===== config.mk =====
export PLATFORM = sky130hd
export DESIGN_NAME = my_fifo_plus
export DESIGN_NICKNAME = d
export VERILOG_FILES = /design/src/rtl/my_fifo_pkg.sv /design/src/rtl/my_fifo_ctrl.sv /design/src/rtl/my_fifo_plus.sv
export SDC_FILE = /design/constraint.sdc
export NUM_CORES = 1
export LEC_CHECK = 0
export BUFFER_PORTS_ARGS = -buffer_cell sky130_fd_sc_hd__buf_4
export CORE_ASPECT_RATIO = 1.5
export CORE_MARGIN = 2
export CORE_UTILIZATION = 55
export DETAILED_ROUTE_END_ITERATION = 6
export PLACE_DENSITY = 0.73
export SYNTH_ARGS = -nofsm -noshare
export SYNTH_HDL_FRONTEND = slang
export SYNTH_HIERARCHICAL = 1
export SYNTH_SLANG_ARGS = --single-unit

===== constraint.sdc =====
create_clock -name clk -period 3.9 [get_ports clk]
set_input_delay 0.39 -clock clk [delete_from_list [all_inputs] [get_ports clk]]
set_output_delay 0.39 -clock clk [all_outputs]
set_load 0.005 [all_outputs]

===== src/rtl/my_fifo_pkg.sv =====
// Shared types and sizing helpers for the my_fifo_plus FIFO.
package my_fifo_pkg;

  typedef enum logic {
    FWFT_MODE = 1'b0,
    REG_MODE  = 1'b1
  } fifo_mode_e;

  // Count must represent 0..DEPTH inclusive, hence DEPTH+1 states.
  function automatic int cnt_w(input int depth);
    return $clog2(depth + 1);
  endfunction

  function automatic fifo_mode_e mode_of(input int fwft);
    return (fwft != 0) ? FWFT_MODE : REG_MODE;
  endfunction

endpackage


===== src/rtl/my_fifo_ctrl.sv =====
// Pointer/occupancy controller for my_fifo_plus: accept logic, count and status flags.
// Optional sticky error flags are built when MY_FIFO_PLUS_ERR_FLAGS_EN is defined.
module my_fifo_ctrl import my_fifo_pkg::*; #(
  parameter int DEPTH = 16,
  parameter int CNT_W = cnt_w(DEPTH),
  parameter int PTR_W = $clog2(DEPTH)
) (
  input  logic             clk,
  input  logic             rst,
  input  logic             i_flush,
  input  logic             i_wren,
  input  logic             i_rden,
  input  logic [CNT_W-1:0] i_upp_th,
  input  logic [CNT_W-1:0] i_low_th,
  output logic             wr_acc,
  output logic             rd_acc,
  output logic [PTR_W-1:0] wr_ptr,
  output logic [PTR_W-1:0] rd_ptr,
  output logic [CNT_W-1:0] o_count,
  output logic             o_full,
  output logic             o_empty,
  output logic             o_alm_full,
  output logic             o_alm_empty
`ifdef MY_FIFO_PLUS_ERR_FLAGS_EN
  ,
  output logic             o_ovf,
  output logic             o_udf
`endif
);

  // Wrap explicitly so non-power-of-2 depths work.
  function automatic logic [PTR_W-1:0] ptr_inc(input logic [PTR_W-1:0] p);
    return (p == PTR_W'(DEPTH - 1)) ? '0 : p + PTR_W'(1);
  endfunction

  assign o_full      = (o_count == CNT_W'(DEPTH));
  assign o_empty     = (o_count == '0);
  assign o_alm_full  = (o_count > i_upp_th);
  assign o_alm_empty = (o_count < i_low_th);

  // A full FIFO still takes a write when a read frees the slot this cycle.
  assign rd_acc = i_rden && !o_empty && !i_flush;
  assign wr_acc = i_wren && (!o_full || rd_acc) && !i_flush;

  always_ff @(posedge clk or posedge rst) begin
    if (rst) begin
      wr_ptr  <= '0;
      rd_ptr  <= '0;
      o_count <= '0;
    end else if (i_flush) begin
      wr_ptr  <= '0;
      rd_ptr  <= '0;
      o_count <= '0;
    end else begin
      if (wr_acc) wr_ptr <= ptr_inc(wr_ptr);
      if (rd_acc) rd_ptr <= ptr_inc(rd_ptr);
      if (wr_acc && !rd_acc)      o_count <= o_count + CNT_W'(1);
      else if (rd_acc && !wr_acc) o_count <= o_count - CNT_W'(1);
    end
  end

`ifdef MY_FIFO_PLUS_ERR_FLAGS_EN
  always_ff @(posedge clk or posedge rst) begin
    if (rst) begin
      o_ovf <= 1'b0;
      o_udf <= 1'b0;
    end else if (i_flush) begin
      o_ovf <= 1'b0;
      o_udf <= 1'b0;
    end else begin
      if (i_wren && !wr_acc) o_ovf <= 1'b1;
      if (i_rden && o_empty) o_udf <= 1'b1;
    end
  end
`endif

endmodule


===== src/rtl/my_fifo_plus.sv =====
// Synchronous FIFO with runtime thresholds and FWFT or registered read.
// Define MY_FIFO_PLUS_ERR_FLAGS_EN to add sticky o_ovf/o_udf outputs.
module my_fifo_plus import my_fifo_pkg::*; #(
  parameter int  DATA_W = 8,
  parameter int  DEPTH  = 16,
  parameter int  FWFT   = 1,
  localparam int CNT_W  = cnt_w(DEPTH)
) (
  input  logic              clk,
  input  logic              rst,
  input  logic              i_flush,
  input  logic              i_wren,
  input  logic [DATA_W-1:0] i_wrdata,
  output logic              o_full,
  output logic              o_alm_full,
  input  logic              i_rden,
  output logic [DATA_W-1:0] o_rddata,
  output logic              o_rdvalid,
  output logic              o_empty,
  output logic              o_alm_empty,
  input  logic [CNT_W-1:0]  i_upp_th,
  input  logic [CNT_W-1:0]  i_low_th,
  output logic [CNT_W-1:0]  o_count
`ifdef MY_FIFO_PLUS_ERR_FLAGS_EN
  ,
  output logic              o_ovf,
  output logic              o_udf
`endif
);

  localparam int         PTR_W = $clog2(DEPTH);
  localparam fifo_mode_e MODE  = mode_of(FWFT);

  logic             wr_acc, rd_acc;
  logic [PTR_W-1:0] wr_ptr, rd_ptr;
  logic [DATA_W-1:0] mem [DEPTH];

  my_fifo_ctrl #(.DEPTH(DEPTH), .CNT_W(CNT_W), .PTR_W(PTR_W)) u_ctrl (
    .clk         (clk),
    .rst         (rst),
    .i_flush     (i_flush),
    .i_wren      (i_wren),
    .i_rden      (i_rden),
    .i_upp_th    (i_upp_th),
    .i_low_th    (i_low_th),
    .wr_acc      (wr_acc),
    .rd_acc      (rd_acc),
    .wr_ptr      (wr_ptr),
    .rd_ptr      (rd_ptr),
    .o_count     (o_count),
    .o_full      (o_full),
    .o_empty     (o_empty),
    .o_alm_full  (o_alm_full),
    .o_alm_empty (o_alm_empty)
`ifdef MY_FIFO_PLUS_ERR_FLAGS_EN
    ,
    .o_ovf       (o_ovf),
    .o_udf       (o_udf)
`endif
  );

  // Storage is deliberately not reset.
  always_ff @(posedge clk) begin
    if (wr_acc) mem[wr_ptr] <= i_wrdata;
  end

  if (MODE == FWFT_MODE) begin : g_fwft
    assign o_rddata  = mem[rd_ptr];
    assign o_rdvalid = !o_empty;
  end else begin : g_reg
    logic [DATA_W-1:0] rd_q;
    logic              rv_q;

    // rd_acc is already masked by flush, so rv_q drops on a flush cycle.
    always_ff @(posedge clk or posedge rst) begin
      if (rst) begin
        rd_q <= '0;
        rv_q <= 1'b0;
      end else begin
        rv_q <= rd_acc;
        if (rd_acc) rd_q <= mem[rd_ptr];
      end
    end

    assign o_rddata  = rd_q;
    assign o_rdvalid = rv_q;
  end

endmodule


==> impl_metrics.toml <==
[critical_path]
slowest_delay_ns = 0.75
crit_chain = "or4_1 > nand2_1 > nand4b_1 > fa_1 > a211oi_1 > nor2_1 > o221ai_1 > a31oi_1"
endpoint_kind = "flop"
startpoint = "u_ctrl/o_count[0]"
worst_r2r_path_depth = 8
critical_path_buf_inv_count = 0
cp_top_family = "simple AND/OR/NAND/NOR gates"
reg2reg_slack_ns = 0.76
regToRegStartpoint = "u_ctrl/o_count[0]"
crit_path_start_kind = "flop"
criticalPathCategory = "reg -> reg"
cp_data_arrival_time_ns = 3.43
worst_path_max_delay_cell = "or4_1"
path_max_fanout = 9
required_ns = 4.19
cp.depth = 8

[placed_design]
hpwlAfterDp_mm = 7.696
portBuffers = 40
gp_congestion = 0.7847
place_area_mm2 = 0.006569

[floorplanning]
dieArea_mm2 = 0.01206
die_y_um = 133.5
start_util = 0.5591
ios = 41
die_w_um = 90.33
core-area_mm2 = 0.01100
core.rowCount = 47

[timing]
worst_pin_slew_ns = 0.9393
fin_tns_setup_ns = 0
slew_violations = 0
maxSlewHeadroom = 0.3690
fin_worst_skew_ns = 0.007395
period_share = 0.8059
max_freq_mhz = 318.2
finalSetupViolations = 0
hold_violations = 0
holdWs_ns = 0.02188
rsz0062_at_grt = "false"
post-route-min-period_ns = 3.143

[clock_network]
clock-sinks = 141
cts_setup_buffers = 0
post_cts_resized = 0
cts_buffers = 17
h-tree-depth = 4
cts-root-buf = "clkbuf_16"
path_clk_slew_ns = 0.06
postCtsHoldBufs = 0
cts_tree = "built"
cts_max_path_buffers = 2
insertion_delay_ns = 0.41

[finish]
diodes = 0
fill_cells = 763
drive_gt1_frac = 0.2591
finalCoreUtilization = 0.6494
ff_latch_area_mm2 = 0.004170
area_growth_pct = 16.16
multi_input_area_mm2 = 0.001805
stdcell_area_mm2 = 0.007142
num-nets-final = 439

[status]
status = "completed"

[synth]
syn_inst = 350
avgSynthCellArea_um2 = 17.57
synth_nets = 389
yosys_warnings = 6
syn_area_mm2 = 0.006148

[pwr]
switching_share = 0.2594
peakVddDrop_mv = 0.4409
power.share.clock = 0.376
p_comb_frac = 0.187
intPower_w = 0.003031
power_w = 0.004093
powerDensity_mw_per_mm2 = 573.1
p_leak_nw = 2.503
seq_power_share = 0.437
switchingPower_w = 0.001062

[routing]
drtAntennaViolNets = 0
vias_per_cell = 5.989
wl_mm = 11.57
dr.pass1.iters = 5
wl_per_cell_um = 20.66
vias = 3354
dr.first_iter.drc_count = 229
drcViolationCount = 0

[global_route]
grt_pass1_wl_mm = 18.26
grtUsageTotal = 0.2053
grt-ovfl-total = 0
grt_max_degree = 33
antenna_found_initial = 0
grt_pass1_vias = 3430

[flow_run]
drv_cap = 0

[min_path]
min_path_type = "in -> async"
## power groups by stage
stage | Combinational (W) | Sequential, W | Clock, W
6_report | 0.000764 | 0.00179 | 0.00154
5_1_grt | 0.000836 | 0.00180 | 0.00162
4_1_cts | 0.000769 | 0.00179 | 0.00157
3_5_place_dp | 0.000764 | 0.00182 | 0
3_3_place_gp | 0.000751 | 0.00182 | 0
2_1_floorplan | 0.000571 | 0.00177 | 0
## state kept, by name, summed over array words and instances, names as in the netlist
register / cells
u_ctrl/wr_ptr: 4
u_ctrl/rd_ptr: 4
u_ctrl/o_count: 5
mem: 128
## routing by layer
layer  vias up  track usage  share of wire
li1       1505            -              -
met5         -            0              0
met1      1707       0.2415           0.38
met4         0      0.09145          0.021
met2       123       0.3588           0.55
met3        19      0.05034          0.049
## layout make-up
type / instances / area share
Sequential cell: 141 / 0.5839
Inverter: 15 / 0.007884
Clock inverter: 15 / 0.02067
Clock buffer: 17 / 0.05957
Tap cell: 147 / 0.02575
Multi-Input combinational cell: 178 / 0.2528
Timing Repair Buffer: 47 / 0.04940
## metrics by stage
stage,worst slack [ns],instances
4_1_cts,0.7821,560
3_5_place_dp,0.8648,528
5_1_grt,0.6515,560
6_report,0.7568,560
2_1_floorplan,1.215,350
3_3_place_gp,0.9589,528
## placed cells by master, fill, tap and decap left out, types with 4 or more instances in the layout
cell type / n
edfxtp_1: 128
mux4_1: 14
nor2_1: 24
mux2i_1: 5
buf_4: 47
nand2_1: 15
clkinvlp_4: 5
mux4_2: 18
ha_1: 15
a21oi_1: 11
nand3_1: 5
nand2b_1: 4
nor3_1: 4
inv_1: 15
clkinv_2: 4
clkbuf_16: 17
dfrtp_1: 12
a22oi_1: 16
## path summary, 6_finish.rpt
check / endpoint
setup / recovery: u_ctrl/o_count[4]
hold / removal: u_ctrl/o_count[3]
setup reg to reg: u_ctrl/o_count[4]
hold reg to reg: u_ctrl/rd_ptr[1]
max in group asynchronous: u_ctrl/rd_ptr[0]
min in group clk: u_ctrl/wr_ptr[1]
No activity file was read; power rests on OpenSTA's default activity.
